===== src/rtl/alien_march_ctrl.sv =====
// Fleet march timing and position for the alien wave: paces step_en, applies moves, tracks kills.
// Latency: step_en is combinational from state and tick count; a move lands two edges after its step_en.
// Backpressure: none; pause freezes the tick count, and start overrides everything else.
//
// Ports:
//   clk, reset (async, active-low)  - clock and reset
//   start, pause, alien_killed      - wave control: start/restart pulse, freeze level, kill pulse
//   motion[2:0]                     - one-hot move from the motion FSM (100 right, 010 down, 001 left)
//   step_en                         - one-cycle step request to the motion FSM
//   can_left, can_right             - next horizontal step would stay inside the playfield
//   fleet_x, fleet_y                - fleet top-left position
//   alive_cnt                       - aliens remaining
//   wave_clear, invaded             - end-of-wave status levels, held until start
module alien_march_ctrl #(
  parameter int          NUM_ALIENS  = 55,
  parameter logic [15:0] BASE_PERIOD = 16'd50000,
  parameter logic [15:0] MIN_PERIOD  = 16'd2000,
  parameter logic [15:0] PERIOD_DEC  = 16'd800,
  parameter int          X_MIN       = 0,
  parameter int          X_MAX       = 639,
  parameter int          FLEET_W     = 352,
  parameter int          FLEET_H     = 128,
  parameter int          STEP_X      = 8,
  parameter int          STEP_Y      = 16,
  parameter int          X_START     = 16,
  parameter int          Y_START     = 32,
  parameter int          Y_INVADE    = 416
) (
  input  logic       clk,
  input  logic       reset,
  input  logic       start,
  input  logic       pause,
  input  logic       alien_killed,
  input  logic [2:0] motion,
  output logic       step_en,
  output logic       can_left,
  output logic       can_right,
  output logic [9:0] fleet_x,
  output logic [9:0] fleet_y,
  output logic [5:0] alive_cnt,
  output logic       wave_clear,
  output logic       invaded
);

  typedef enum logic [2:0] {
    S_IDLE,
    S_RUN,
    S_PAUSED,
    S_CLEAR,
    S_INVADED
  } state_t;

  state_t      r_state;
  logic [15:0] r_tick;
  logic [15:0] r_period;
  logic        r_move_apply;
  logic [9:0]  r_fleet_x;
  logic [9:0]  r_fleet_y;
  logic [5:0]  r_alive;
  logic        r_wave_clear;
  logic        r_invaded;

  logic        w_step_en;
  logic        w_kill_ok;
  logic        w_invade_hit;
  logic [15:0] w_period_dec;

  // tick+1 >= period avoids the underflow of period-1 at 17 bits.
  assign w_step_en = (r_state == S_RUN) &&
                     (({1'b0, r_tick} + 17'd1) >= {1'b0, r_period});

  // Boundary checks at 11 bits so fleet_x plus the box width cannot wrap.
  assign can_right = (({1'b0, r_fleet_x} + 11'(FLEET_W + STEP_X - 1)) <= 11'(X_MAX));
  assign can_left  = ({1'b0, r_fleet_x} >= 11'(X_MIN + STEP_X));

  // Invasion is judged on the row the fleet is moving down from.
  assign w_invade_hit = (({1'b0, r_fleet_y} + 11'(FLEET_H)) >= 11'(Y_INVADE));

  assign w_kill_ok = alien_killed && (r_state != S_IDLE) && (r_alive != 6'd0);

  // Saturating speed-up: never drop below MIN_PERIOD, never underflow.
  assign w_period_dec = ({1'b0, r_period} >= ({1'b0, MIN_PERIOD} + {1'b0, PERIOD_DEC}))
                        ? (r_period - PERIOD_DEC) : MIN_PERIOD;

  always_ff @(posedge clk or negedge reset) begin
    if (!reset) begin
      r_state      <= S_IDLE;
      r_tick       <= 16'd0;
      r_period     <= BASE_PERIOD;
      r_move_apply <= 1'b0;
      r_fleet_x    <= 10'(X_START);
      r_fleet_y    <= 10'(Y_START);
      r_alive      <= 6'(NUM_ALIENS);
      r_wave_clear <= 1'b0;
      r_invaded    <= 1'b0;
    end else if (start) begin
      // A restart also drops any move still pending from the previous wave.
      r_state      <= S_RUN;
      r_tick       <= 16'd0;
      r_period     <= BASE_PERIOD;
      r_move_apply <= 1'b0;
      r_fleet_x    <= 10'(X_START);
      r_fleet_y    <= 10'(Y_START);
      r_alive      <= 6'(NUM_ALIENS);
      r_wave_clear <= 1'b0;
      r_invaded    <= 1'b0;
    end else begin
      r_move_apply <= w_step_en;

      case (r_state)
        S_RUN: begin
          r_tick <= w_step_en ? 16'd0 : (r_tick + 16'd1);
          if (pause) r_state <= S_PAUSED;
        end
        S_PAUSED: begin
          if (!pause) r_state <= S_RUN;
        end
        default: ;
      endcase

      // A step granted in the cycle the last alien died is dropped once CLEAR is entered.
      if (r_move_apply && (r_state != S_CLEAR)) begin
        case (motion)
          3'b100: r_fleet_x <= r_fleet_x + 10'(STEP_X);
          3'b001: r_fleet_x <= r_fleet_x - 10'(STEP_X);
          3'b010: begin
            r_fleet_y <= r_fleet_y + 10'(STEP_Y);
            if (w_invade_hit) begin
              r_state   <= S_INVADED;
              r_invaded <= 1'b1;
            end
          end
          default: ;
        endcase
      end

      // Kill is handled last so that clearing the wave wins over any other transition.
      if (w_kill_ok) begin
        r_alive  <= r_alive - 6'd1;
        r_period <= w_period_dec;
        if (r_alive == 6'd1) begin
          r_state      <= S_CLEAR;
          r_wave_clear <= 1'b1;
        end
      end
    end
  end

  assign step_en    = w_step_en;
  assign fleet_x    = r_fleet_x;
  assign fleet_y    = r_fleet_y;
  assign alive_cnt  = r_alive;
  assign wave_clear = r_wave_clear;
  assign invaded    = r_invaded;

endmodule

===== config.mk =====
export PLATFORM = sky130hd
export DESIGN_NAME = alien_march_ctrl
export DESIGN_NICKNAME = d
export VERILOG_FILES = /design/src/rtl/alien_march_ctrl.sv
export SDC_FILE = /design/constraint.sdc
export NUM_CORES = 1
export LEC_CHECK = 0
export ABC_AREA = 1
export ABC_CLOCK_PERIOD_IN_PS = 3400
export CAP_MARGIN = 20
export CORE_MARGIN = 1.5
export CORE_UTILIZATION = 50
export CTS_BUF_LIST = sky130_fd_sc_hd__clkbuf_2 sky130_fd_sc_hd__clkbuf_4 sky130_fd_sc_hd__clkbuf_8
export DETAILED_ROUTE_END_ITERATION = 7
export PLACE_DENSITY = 0.72
export SYNTH_ARGS = -nofsm -noshare
export SYNTH_HDL_FRONTEND = slang
export SYNTH_SLANG_ARGS = --single-unit

===== constraint.sdc =====
create_clock -name clk -period 3.4 [get_ports clk]
set_input_delay 0.68 -clock clk [delete_from_list [all_inputs] [get_ports clk]]
set_output_delay 0.68 -clock clk [all_outputs]
set_load 0.01 [all_outputs]

==> results of run 1 <==
[final cells by class]
class                           count  area [um2]
Clock inverter                      1        7.51
Fill cell                         598        2350
Inverter                           80         303
Tap cell                           96         120
Sequential cell                    53        1340
Multi-Input combinational cell    331        1980
Clock buffer                        7        83.8
Timing Repair Buffer               76         648
[kinds of logic (layout without fill, tap and decap cells)]
family	count (synthesis)	count (layout)	share of synthesized area
flops	53	53	0.379
xor+xnor	15	15	0.0371
fa+ha+maj	24	24	0.0848
simple gates	202	202	0.249
buf+inv	94	164	0.110
other cells	1	7	0.00106
compound gates	83	83	0.138
[per-stage QoR]
stage	instances	hold WS, ns	instance area (um2)	worst slack [ns]
2_1_floorplan	478	0.384	3560	0.351
3_3_place_gp	623	0.482	4140	-0.163
3_5_place_dp	623	0.483	4140	-0.224
4_1_cts	640	0.297	4370	0.00397
5_1_grt	644	0.303	4480	-0.194
6_report	644	0.280	4480	-0.0163
[worst paths after layout]
path | to | slack (ns) | cells after the start
worst max-delay path | step_en | -0.02 | 18
worst min-delay path | fleet_x[3] | 0.28 | 1
worst max register to register | r_tick[3] | 0.52 | 18
worst min register to register | r_period[4] | 0.50 | 2
max in group asynchronous | r_period[9] | 2.28 | 2
min in group clk | r_period[4] | 0.50 | 2
[layer usage]
| metal | vias to the layer above | global-route usage | part of all wire |
|---|---|---|---|
| li1 | 1656 | - | - |
| met1 | 1531 | 0.287 | 0.43 |
| met2 | 82 | 0.409 | 0.50 |
| met3 | 13 | 0.0360 | 0.050 |
| met4 | 0 | 0.0880 | 0.018 |
| met5 | - | 0 | 0 |
[timing repair]
action | 4_1_cts | 5_1_grt
setup endpoints to repair | 1 | 1
endpoints found under the hold margin | 0 | 0
gates cloned | 0 | 0
buffers inserted | 9 | 4
resized for setup | 19 | 26
pin swaps | 11 | 29
[cells in the mapped netlist (all sizes together) (6+ instances only)]
master	count	area share
a21oi	22	0.032
buf	11	0.022
dfrtp	40	0.28
dfstp	13	0.096
ha	24	0.085
inv	80	0.085
nand2	97	0.10
nand3	28	0.046
nand4	6	0.011
nor2	52	0.058
nor3	12	0.017
o21ai	47	0.077
xor2	13	0.032
[power by group through the flow]
| stage | combinational [uW] | clock [uW] | sequential [uW] |
|---|---|---|---|
| after CTS | 513 | 379 | 762 |
| after global routing | 611 | 406 | 774 |
| after detailed placement | 461 | 0 | 777 |
| after floorplan | 337 | 0 | 768 |
| after global placement | 450 | 0 | 774 |
| final | 536 | 369 | 764 |
[state kept, by name, summed over array words and instances (netlist names)]
name / flops
fleet_x: 7
fleet_y: 6
r_period: 12
wave_clear: 1
r_tick: 16
r_move_apply: 1
alive_cnt: 6
invaded: 1
r_state: 3
[worst register-to-register path, stage by stage, from the launching register on]
cell and delay, ns:
dfrtp_1 0.37, ha_2 0.18, and3_4 0.20, nand3_2 0.08, or2_4 0.24, xor2_2 0.16, inv_2 0.07, ha_4 0.27
nand2_2 0.06, nor2_2 0.12, nand2_1 0.06, nor2_1 0.11, nand3_2 0.09, nand2_2 0.10, nor2_4 0.04, buf_4 0.12
buf_4 0.13, nand3_4 0.22, o21ai_0 0.12
==> metrics.txt, run 1 <==
# TYPE chip_impl_metric gauge
chip_impl_metric{name="finalMaxSlewViolations",unit=""} 0
chip_impl_metric{name="pwr-share-clk",unit=""} 0.221
chip_impl_metric{name="drtPass1Iterations",unit=""} 4
chip_impl_metric{name="post_detailed_route_wirelength_per_cell",unit="um"} 12.8
chip_impl_metric{name="syn_inst",unit=""} 472
chip_impl_metric{name="rows",unit=""} 30
chip_impl_metric{name="layout-area-overhead-vs-synth",unit="%"} 26.5
chip_impl_metric{name="postSynth.asyncResetShare",unit=""} 1.00
chip_impl_metric{name="post-route-min-period",unit="ns"} 3.42
chip_impl_info{name="outcome",value="finished with violations"} 1
chip_impl_info{name="most_used_cell_along_the_critical_path",value="nand2_2"} 1
chip_impl_metric{name="timing_hold_violations_final",unit=""} 0
chip_impl_metric{name="first_global_vias",unit=""} 3215
chip_impl_metric{name="final_antenna_net_count",unit=""} 0
chip_impl_metric{name="utilization",unit=""} 0.656
chip_impl_metric{name="setup-violations-final",unit=""} 1
chip_impl_metric{name="route.vias.total",unit=""} 3282
chip_impl_metric{name="clockBufferDepth",unit=""} 2
chip_impl_info{name="criticalPathCategory",value="flip-flop to output port"} 1
chip_impl_metric{name="post_synth_num_cell_types",unit=""} 38
chip_impl_metric{name="critPathMaxStageDelay",unit="ns"} 0.37
chip_impl_metric{name="worst-endpoint-arrival",unit="ns"} 2.74
chip_impl_metric{name="timing.critical_path.fanout_max",unit=""} 3
chip_impl_metric{name="floorplan.die.height",unit="um"} 87.2
chip_impl_metric{name="num_antenna_cells",unit=""} 0
chip_impl_info{name="category_of_the_worst_setup_path_launch_point",value="flip-flop"} 1
chip_impl_metric{name="worstSkewPairLatency",unit="ns"} 0.31
chip_impl_metric{name="post_route_cells_drive_above_1_share",unit=""} 0.215
chip_impl_metric{name="boundaryPins",unit=""} 39
chip_impl_metric{name="post_detailed_route_drc_marker_count",unit=""} 0
chip_impl_metric{name="design.final.nets",unit=""} 579
chip_impl_metric{name="finalClockSkew",unit="ns"} 0.00606
chip_impl_metric{name="fmaxAchievable",unit="MHz"} 293
chip_impl_metric{name="syn_avg_cell_area",unit="um2"} 7.50
chip_impl_metric{name="power.sequential.fraction",unit=""} 0.458
chip_impl_metric{name="drt-initial-drc-count",unit=""} 136
chip_impl_metric{name="cts_num_sinks",unit=""} 53
chip_impl_info{name="crit_end_category",value="output port"} 1
chip_impl_metric{name="total_power",unit="uW"} 1670
chip_impl_metric{name="switching_share",unit=""} 0.350
chip_impl_info{name="cts_tree",value="done"} 1
chip_impl_metric{name="synth.yosys.seq_area_share",unit=""} 0.379
chip_impl_metric{name="maximum_vdd_drop",unit="mV"} 0.302
chip_impl_info{name="hold_class",value="input pin to async pin"} 1
chip_impl_metric{name="design.core.area",unit="mm2"} 0.00683
chip_impl_metric{name="max_cap_viol_count",unit=""} 0
chip_impl_metric{name="place.port_buffers",unit=""} 31
chip_impl_metric{name="design.die.area",unit="mm2"} 0.00760
chip_impl_metric{name="hpwl",unit="um"} 5770
chip_impl_info{name="grt_setup_unrepaired",value="yes"} 1
chip_impl_metric{name="critPathBufInv",unit=""} 3
chip_impl_metric{name="clkSlewWorstSetupHoldPaths",unit="ns"} 0.09
chip_impl_metric{name="grt_pass1_wl",unit="um"} 14000
chip_impl_info{name="timing.critical_path.cells",value="ha_2 > and3_4 > nand3_2 > or2_4 > xor2_2 > inv_2 > ha_4 > nand2_2 > nor2_2 > nand2_1 > nor2_1 > nand3_2 > nand2_2 > nor2_4 > nand2_2 > nand2_2 > inv_2 > buf_6"} 1
chip_impl_metric{name="power.share.combinational",unit=""} 0.321
chip_impl_info{name="cp_top_family",value="simple AND/OR/NAND/NOR gates"} 1
chip_impl_info{name="r2r_start",value="r_tick[1]"} 1
chip_impl_metric{name="initial_core_utilization",unit=""} 0.518
chip_impl_metric{name="worst_slew_pin_slew",unit="ns"} 1.13
chip_impl_metric{name="gp_congestion",unit=""} 0.920
chip_impl_metric{name="switchingPower",unit="uW"} 583
chip_impl_metric{name="grt_start_max_net_pins",unit=""} 37
chip_impl_metric{name="initial_antenna_violation_count",unit=""} 0
chip_impl_info{name="worstSetupStartpoint",value="r_tick[1]"} 1
chip_impl_metric{name="ys_seq_elements",unit=""} 53
chip_impl_metric{name="viasPerCell",unit=""} 5.10
chip_impl_info{name="dominantRegCellSynth",value="dfrtp_1"} 1
chip_impl_metric{name="p_per_area",unit="mW/mm2"} 372
chip_impl_info{name="final_cell_mix",value="85 x nand2_1, 76 x inv_1, 44 x nor2_1, 44 x buf_4, 40 x dfrtp_1"} 1
chip_impl_metric{name="period_share",unit=""} 1.00
chip_impl_metric{name="global_route.usage.total",unit=""} 0.233
chip_impl_metric{name="die_width",unit="um"} 87.2
chip_impl_metric{name="cts_made_buffers",unit=""} 5
chip_impl_metric{name="timing.final.ws_setup",unit="ns"} -0.0163
chip_impl_metric{name="cts_htree_levels",unit=""} 2
chip_impl_metric{name="overflow",unit=""} 0
chip_impl_metric{name="yosys_warnings",unit=""} 0
chip_impl_info{name="final_common_cell",value="nand2_1"} 1
chip_impl_metric{name="drt-total-wl",unit="um"} 8230
chip_impl_metric{name="worstPathRequired",unit="ns"} 2.72
chip_impl_metric{name="slew_limit_headroom",unit=""} 0.247
chip_impl_metric{name="cts.hold.buffers_added",unit=""} 0
chip_impl_info{name="clk_root_buffer_cell",value="clkbuf_8"} 1
chip_impl_metric{name="internal_power",unit="uW"} 1090
chip_impl_info{name="timing.critical_path.slowest_stage_cell",value="dfrtp_1"} 1
chip_impl_metric{name="leakage",unit="uW"} 0.00216
chip_impl_metric{name="post_synth_edffs",unit=""} 0
chip_impl_metric{name="setup-tns-final",unit="ns"} -0.0163
chip_impl_info{name="violations_in_the_final_reports",value="negative setup slack"} 1
chip_impl_metric{name="synthesis.area",unit="mm2"} 0.00354
No activity file was read; power rests on OpenSTA's default activity.
==> run 2: changes to the inputs <==
Settings changed: CORE_UTILIZATION 50 to 51, PLACE_DENSITY 0.72 to 0.73.
==> run 2 against run 1 <==
The flow still finishes with violations (negative setup slack). Worst setup slack got worse by 0.082 ns. Sequential power barely moved. Non-clock buffer count rose by 2. Maximum frequency fell by 2.3%. Hold slack improved by 0.077 ns. Clock power rose by 18%. Largest cell class unchanged. Highest routed layer unchanged.
==> metrics.txt, run 2 (synthesis gave the netlist of run 1 again) <==
# TYPE chip_impl_metric gauge
chip_impl_info{name="violations_in_the_final_reports",value="negative setup slack"} 1
chip_impl_metric{name="drt-initial-drc-count",unit=""} 219
chip_impl_metric{name="p_per_area",unit="mW/mm2"} 383
chip_impl_metric{name="post-route-min-period",unit="ns"} 3.50
chip_impl_info{name="clk_root_buffer_cell",value="clkbuf_8"} 1
chip_impl_metric{name="cts.hold.buffers_added",unit=""} 0
chip_impl_metric{name="grt_start_max_net_pins",unit=""} 29
chip_impl_metric{name="hold_ws",unit="ns"} 0.357
chip_impl_metric{name="viasPerCell",unit=""} 5.28
chip_impl_metric{name="die_width",unit="um"} 86.3
chip_impl_info{name="cp_top_family",value="simple AND/OR/NAND/NOR gates"} 1
chip_impl_metric{name="boundaryPins",unit=""} 39
chip_impl_metric{name="worstPathRequired",unit="ns"} 2.72
chip_impl_metric{name="gp_congestion",unit=""} 0.916
chip_impl_info{name="grt_setup_unrepaired",value="yes"} 1
chip_impl_info{name="top_reg_by_flops",value="r_tick"} 1
chip_impl_metric{name="initial_antenna_violation_count",unit=""} 0
chip_impl_metric{name="worst-r2r-cell-count",unit=""} 17
chip_impl_metric{name="period_share",unit=""} 1.03
chip_impl_metric{name="timing.critical_path.fanout_max",unit=""} 3
chip_impl_metric{name="critPathBufInv",unit=""} 3
chip_impl_metric{name="overflow",unit=""} 0
chip_impl_info{name="worstSetupStartpoint",value="r_tick[1]"} 1
chip_impl_metric{name="setup-violations-final",unit=""} 1
chip_impl_info{name="timing.critical_path.cells",value="ha_2 > and3_4 > nand3_4 > or2_4 > xor2_2 > inv_2 > ha_4 > nand2_2 > nor2_1 > nand2_1 > nor2_1 > nand3_2 > nand2_2 > nor2_4 > nand2_2 > nand2_2 > inv_1 > buf_2"} 1
chip_impl_metric{name="largest_reg_flops",unit=""} 16
chip_impl_metric{name="final_antenna_net_count",unit=""} 0
chip_impl_metric{name="cts_htree_levels",unit=""} 2
chip_impl_info{name="final_cell_mix",value="86 x nand2_1, 75 x inv_1, 46 x buf_4"} 1
chip_impl_metric{name="place.port_buffers",unit=""} 31
chip_impl_metric{name="design.final.nets",unit=""} 581
chip_impl_metric{name="leakage",unit="uW"} 0.00218
chip_impl_metric{name="finalClockSkew",unit="ns"} 0.0140
chip_impl_metric{name="post_detailed_route_drc_marker_count",unit=""} 0
chip_impl_metric{name="cp_num_cells",unit=""} 18
chip_impl_metric{name="worstSkewPairLatency",unit="ns"} 0.31
chip_impl_metric{name="timing_hold_violations_final",unit=""} 0
chip_impl_info{name="most_used_cell_along_the_critical_path",value="nand2_2"} 1
chip_impl_metric{name="finalMaxSlewViolations",unit=""} 0
chip_impl_metric{name="critPathMaxStageDelay",unit="ns"} 0.39
chip_impl_metric{name="route.vias.total",unit=""} 3324
chip_impl_metric{name="cts_num_sinks",unit=""} 53
chip_impl_metric{name="maximum_vdd_drop",unit="mV"} 0.324
chip_impl_info{name="hold_class",value="input pin to async pin"} 1
chip_impl_metric{name="drt-total-wl",unit="um"} 8310
chip_impl_metric{name="max_cap_viol_count",unit=""} 0
chip_impl_metric{name="cts_made_buffers",unit=""} 5
chip_impl_metric{name="first_global_vias",unit=""} 3160
chip_impl_metric{name="setup-tns-final",unit="ns"} -0.0979
chip_impl_metric{name="hpwl",unit="um"} 5990
chip_impl_info{name="r2r_start",value="r_tick[1]"} 1
chip_impl_metric{name="design.core.area",unit="mm2"} 0.00676
chip_impl_metric{name="post_detailed_route_wirelength_per_cell",unit="um"} 13.2
chip_impl_info{name="criticalPathCategory",value="flip-flop to output port"} 1
chip_impl_metric{name="initial_core_utilization",unit=""} 0.524
chip_impl_info{name="final_common_cell",value="nand2_1"} 1
chip_impl_info{name="crit_end_category",value="output port"} 1
chip_impl_metric{name="rows",unit=""} 30
chip_impl_metric{name="post_route_cells_drive_above_1_share",unit=""} 0.220
chip_impl_metric{name="utilization",unit=""} 0.668
chip_impl_metric{name="placed_area",unit="mm2"} 0.00415
chip_impl_metric{name="design.die.area",unit="mm2"} 0.00745
chip_impl_metric{name="drtPass1Iterations",unit=""} 4
chip_impl_metric{name="fmaxAchievable",unit="MHz"} 286
chip_impl_metric{name="clkSlewWorstSetupHoldPaths",unit="ns"} 0.10
chip_impl_info{name="outcome",value="finished with violations"} 1
chip_impl_metric{name="finish.instance_area",unit="mm2"} 0.00451
chip_impl_info{name="timing.critical_path.slowest_stage_cell",value="dfrtp_1"} 1
chip_impl_info{name="cts_tree",value="done"} 1
chip_impl_metric{name="grt_pass1_wl",unit="um"} 13500
chip_impl_metric{name="slew_limit_headroom",unit=""} 0.599
chip_impl_metric{name="layout-area-overhead-vs-synth",unit="%"} 27.4
chip_impl_metric{name="worst-endpoint-arrival",unit="ns"} 2.82
chip_impl_metric{name="floorplan.die.height",unit="um"} 86.3
chip_impl_metric{name="timing.final.ws_setup",unit="ns"} -0.0979
chip_impl_metric{name="worst_slew_pin_slew",unit="ns"} 0.602
chip_impl_metric{name="global_route.usage.total",unit=""} 0.224
chip_impl_metric{name="clockBufferDepth",unit=""} 2
chip_impl_info{name="category_of_the_worst_setup_path_launch_point",value="flip-flop"} 1
chip_impl_metric{name="num_antenna_cells",unit=""} 0
run 2: cell count changes in the layout (fill, tap and decap cells not counted), sizes merged:
cell / previous run / this run
clkinvlp: 1 / 0
bufinv: 0 / 1
clkinv: 0 / 1
inv: 80 / 81
buf: 47 / 49
clkbuf: 7 / 5
run 2: power breakdown:
group          switching (uW)  leakage [uW]  internal [uW]
Sequential               56.3      0.000684            708
Clock                     215     0.0000585            221
Combinational             324       0.00143            203
Total                     595       0.00218           1130
run 2: per-stage QoR:
| stage | power, uW | cells | worst slack [ns] |
|---|---|---|---|
| detailed placement | 1240 | 611 | -0.198 |
| finish | 1730 | 630 | -0.0979 |
| floorplan | 1110 | 478 | 0.351 |
| global route | 1850 | 630 | -0.254 |
| global placement | 1220 | 611 | -0.138 |
| CTS | 1690 | 624 | -0.0282 |
run 2: per-layer routing:
layer	wire [um]	GRT usage
met1	3540	0.277
met2	4320	0.413
met3	365	0.0295
met4	85	0.0557
met5	0	0
run 2: area by class of cell:
class	count	area, um2
inverter	80	300
fill	554	2240
multi-input combinational	331	2000
tap	80	100
timing repair buffer	78	657
clock inverter	3	43.8
clock buffer	5	68.8
sequential	53	1340
run 2: repair_timing:
action                     in CTS  in global routing
buffers inserted                5                  6
pin swaps                      12                 28
gates resized for setup        13                 33
setup endpoints to repair       1                  1
cloned                          0                  0
run 2: worst paths after layout:
path | end | slack (ns)
worst min-delay path | fleet_x[7] | 0.36
worst min register to register | r_period[4] | 0.50
worst max register to register | r_tick[2] | 0.58
min in group clk | r_period[4] | 0.50
max in group asynchronous | fleet_y[5] | 2.20
worst max-delay path | step_en | -0.1
==> run 3: changes to the inputs <==
Settings changed: ABC_CLOCK_PERIOD_IN_PS 3400 to 3300, CTS_CLUSTER_SIZE set to 10.
Clock period 3.4 ns to 3.3 ns, I/O delays scaled along.
==> run 3 against run 2 <==
The flow still finishes with violations (negative setup slack). Core utilization up 1.3 points. Clock power down 4%. Die area unchanged. Cell count up 1.1%. Final area up 2.0%. Via count about the same. Critical path type unchanged. Critical endpoint unchanged. Largest power group unchanged. Highest routed layer unchanged.
==> metrics.txt, run 3 (synthesis gave the netlist of run 1 again) <==
# TYPE chip_impl_metric gauge
chip_impl_info{name="outcome",value="finished with violations"} 1
chip_impl_info{name="violations_in_the_final_reports",value="negative setup slack"} 1
chip_impl_metric{name="layout-area-overhead-vs-synth",unit="%"} 30.0
chip_impl_metric{name="drtPass1Iterations",unit=""} 4
chip_impl_metric{name="met3_global_route_usage",unit=""} 0.0467
chip_impl_metric{name="hpwl",unit="um"} 5950
chip_impl_metric{name="slew_limit_headroom",unit=""} 0.528
chip_impl_metric{name="overflow",unit=""} 0
chip_impl_metric{name="fmaxAchievable",unit="MHz"} 286
chip_impl_metric{name="timing.critical_path.fanout_max",unit=""} 4
chip_impl_metric{name="switching_share",unit=""} 0.356
chip_impl_metric{name="multi_input_area",unit="mm2"} 0.00205
chip_impl_metric{name="grt_start_max_net_pins",unit=""} 32
chip_impl_metric{name="switchingPower",unit="uW"} 636
chip_impl_info{name="top_reg_by_flops",value="r_tick"} 1
chip_impl_metric{name="post_detailed_route_wirelength_per_cell",unit="um"} 13.6
chip_impl_metric{name="largest_reg_flops",unit=""} 16
chip_impl_metric{name="power.sequential.fraction",unit=""} 0.443
chip_impl_info{name="criticalPathCategory",value="flip-flop to output port"} 1
chip_impl_metric{name="clkSlewWorstSetupHoldPaths",unit="ns"} 0.10
chip_impl_info{name="grt_busiest_layer",value="met2"} 1
chip_impl_metric{name="met2_usage",unit=""} 0.406
chip_impl_metric{name="timing.final.ws_setup",unit="ns"} -0.198
chip_impl_metric{name="worst-r2r-cell-count",unit=""} 18
chip_impl_metric{name="rows",unit=""} 30
chip_impl_info{name="cp-endpoint",value="step_en"} 1
chip_impl_metric{name="design.final.nets",unit=""} 588
chip_impl_metric{name="place.port_buffers",unit=""} 31
chip_impl_metric{name="post_route_cells_drive_above_1_share",unit=""} 0.248
chip_impl_info{name="hold_class",value="input pin to async pin"} 1
chip_impl_info{name="clk_root_buffer_cell",value="clkbuf_8"} 1
chip_impl_metric{name="drt-initial-drc-count",unit=""} 146
chip_impl_metric{name="setup-violations-final",unit=""} 1
chip_impl_info{name="cts_tree",value="done"} 1
chip_impl_metric{name="period_share",unit=""} 1.06
chip_impl_metric{name="grt_pass1_wl",unit="um"} 13500
chip_impl_metric{name="post-route-min-period",unit="ns"} 3.50
chip_impl_metric{name="floorplan.die.height",unit="um"} 86.3
chip_impl_metric{name="area.sequential",unit="mm2"} 0.00134
chip_impl_metric{name="gp_congestion",unit=""} 0.880
chip_impl_metric{name="maximum_vdd_drop",unit="mV"} 0.324
chip_impl_info{name="grt_setup_unrepaired",value="yes"} 1
chip_impl_metric{name="initial_core_utilization",unit=""} 0.524
chip_impl_metric{name="setup-tns-final",unit="ns"} -0.198
chip_impl_info{name="category_of_the_worst_setup_path_launch_point",value="flip-flop"} 1
chip_impl_metric{name="leakage",unit="uW"} 0.00221
chip_impl_metric{name="worst_slew_pin_slew",unit="ns"} 0.708
chip_impl_metric{name="die_width",unit="um"} 86.3
chip_impl_metric{name="fillCellCount",unit=""} 519
chip_impl_metric{name="use_met1",unit=""} 0.275
chip_impl_metric{name="final_antenna_net_count",unit=""} 0
chip_impl_info{name="timing.critical_path.slowest_stage_cell",value="dfrtp_1"} 1
chip_impl_metric{name="max_cap_viol_count",unit=""} 0
chip_impl_metric{name="num_antenna_cells",unit=""} 0
chip_impl_info{name="final_common_cell",value="nand2_1"} 1
chip_impl_metric{name="setup.reg_to_reg.worst_slack",unit="ns"} 0.40
chip_impl_metric{name="cts_htree_levels",unit=""} 2
chip_impl_metric{name="internal_power",unit="uW"} 1150
chip_impl_metric{name="post_detailed_route_drc_marker_count",unit=""} 0
chip_impl_metric{name="initial_antenna_violation_count",unit=""} 0
chip_impl_metric{name="drt-total-wl",unit="um"} 8640
chip_impl_metric{name="worst-endpoint-arrival",unit="ns"} 2.84
chip_impl_metric{name="critPathMaxStageDelay",unit="ns"} 0.42
chip_impl_metric{name="power.share.combinational",unit=""} 0.321
chip_impl_metric{name="finalMaxSlewViolations",unit=""} 0
chip_impl_info{name="worstSetupStartpoint",value="r_tick[0]"} 1
chip_impl_metric{name="boundaryPins",unit=""} 39
chip_impl_info{name="timing.critical_path.cells",value="ha_2 > and3_4 > buf_6 > nand2_2 > buf_4 > xor2_2 > inv_1 > ha_1 > a21oi_2 > nor2_2 > nor2_1 > nand2_1 > nand2_1 > nand2_1 > nand2_2 > nand2_2 > nand2_2 > inv_1 > buf_2"} 1
chip_impl_info{name="r2r_start",value="r_tick[0]"} 1
chip_impl_metric{name="finalClockSkew",unit="ns"} 0.0121
chip_impl_metric{name="pwr-share-clk",unit=""} 0.236
chip_impl_info{name="most_used_cell_along_the_critical_path",value="nand2_2"} 1
chip_impl_metric{name="worstSkewPairLatency",unit="ns"} 0.32
chip_impl_metric{name="cts_made_buffers",unit=""} 5
chip_impl_metric{name="timing_hold_violations_final",unit=""} 0
chip_impl_metric{name="cts_num_sinks",unit=""} 53
chip_impl_metric{name="global_route.usage.total",unit=""} 0.226
chip_impl_metric{name="design.die.area",unit="mm2"} 0.00745
chip_impl_info{name="crit_end_category",value="output port"} 1
chip_impl_info{name="worst_r2r_endpoint",value="r_tick[2]"} 1
chip_impl_metric{name="clockBufferDepth",unit=""} 2
chip_impl_metric{name="design.core.area",unit="mm2"} 0.00676
chip_impl_metric{name="hold_ws",unit="ns"} 0.376
chip_impl_metric{name="p_per_area",unit="mW/mm2"} 388
chip_impl_metric{name="viasPerCell",unit=""} 5.21
chip_impl_metric{name="worstPathRequired",unit="ns"} 2.64
chip_impl_metric{name="route.vias.total",unit=""} 3321
chip_impl_metric{name="first_global_vias",unit=""} 3113
chip_impl_info{name="final_cell_mix",value="81 x nand2_1, 76 x inv_1, 53 x buf_4"} 1
[run 3: area by class of cell]
type	count	area share
repair buffers	85	0.154
clock inverters	1	0.00190
flip-flops and latches	53	0.292
multi-input cells	331	0.444
clock buffers	7	0.0209
well taps	80	0.0217
inverters	80	0.0652
[run 3: timing repair]
item	CTS	global route
pin swaps	9	31
gates resized for setup	16	39
endpoints found under the setup margin	1	1
buffers inserted	4	11
hold buffers	0	0
[run 3: how the worst min path moves through the flow]
| stage | startpoint | cells after the start | to | slack (ns) |
|---|---|---|---|---|
| CTS | reset | 1 | fleet_x[7] | 0.41 |
| global placement | wave_clear | 1 | wave_clear | 0.48 |
| finish | reset | 1 | fleet_x[7] | 0.38 |
| detailed placement | wave_clear | 1 | wave_clear | 0.49 |
| global route | reset | 1 | fleet_x[7] | 0.43 |
| floorplan | reset | 0 | alive_cnt[3] | 0.36 |
[run 3: metal layers]
layer	wire length, um	share of wire
met1	3740	0.43
met2	4360	0.51
met5	0	0
met4	158	0.018
met3	371	0.043
[run 3: critical path: cells and delay by family, from the launching register on]
family | cells | cell delay (ns)
and+or+nand+nor | 10 | 0.77
adders and majority gates | 2 | 0.52
buffers and inverters | 5 | 0.46
DFF | 1 | 0.42
AOI/OAI and AO/OA | 1 | 0.19
xor gates and xnor gates | 1 | 0.16
[run 3: power by group through the flow]
| stage | Clock, uW | Combinational, uW | Sequential, uW |
|---|---|---|---|
| 3_5_place_dp | 0 | 476 | 801 |
| 4_1_cts | 428 | 495 | 789 |
| 5_1_grt | 451 | 641 | 799 |
| 2_1_floorplan | 0 | 348 | 792 |
| 6_report | 420 | 573 | 790 |
| 3_3_place_gp | 0 | 462 | 797 |
[run 3: metrics by stage]
stage / setup slack [ns] / total power (uW) / utilization / area, um2 / cells
after floorplan: 0.271 / 1140 / - / 3560 / 478
after global placement: -0.214 / 1260 / 0.616 / 4170 / 613
after detailed placement: -0.305 / 1280 / 0.616 / 4170 / 613
after CTS: -0.157 / 1710 / 0.643 / 4350 / 625
after global routing: -0.327 / 1890 / 0.681 / 4600 / 637
final: -0.198 / 1780 / 0.681 / 4600 / 637
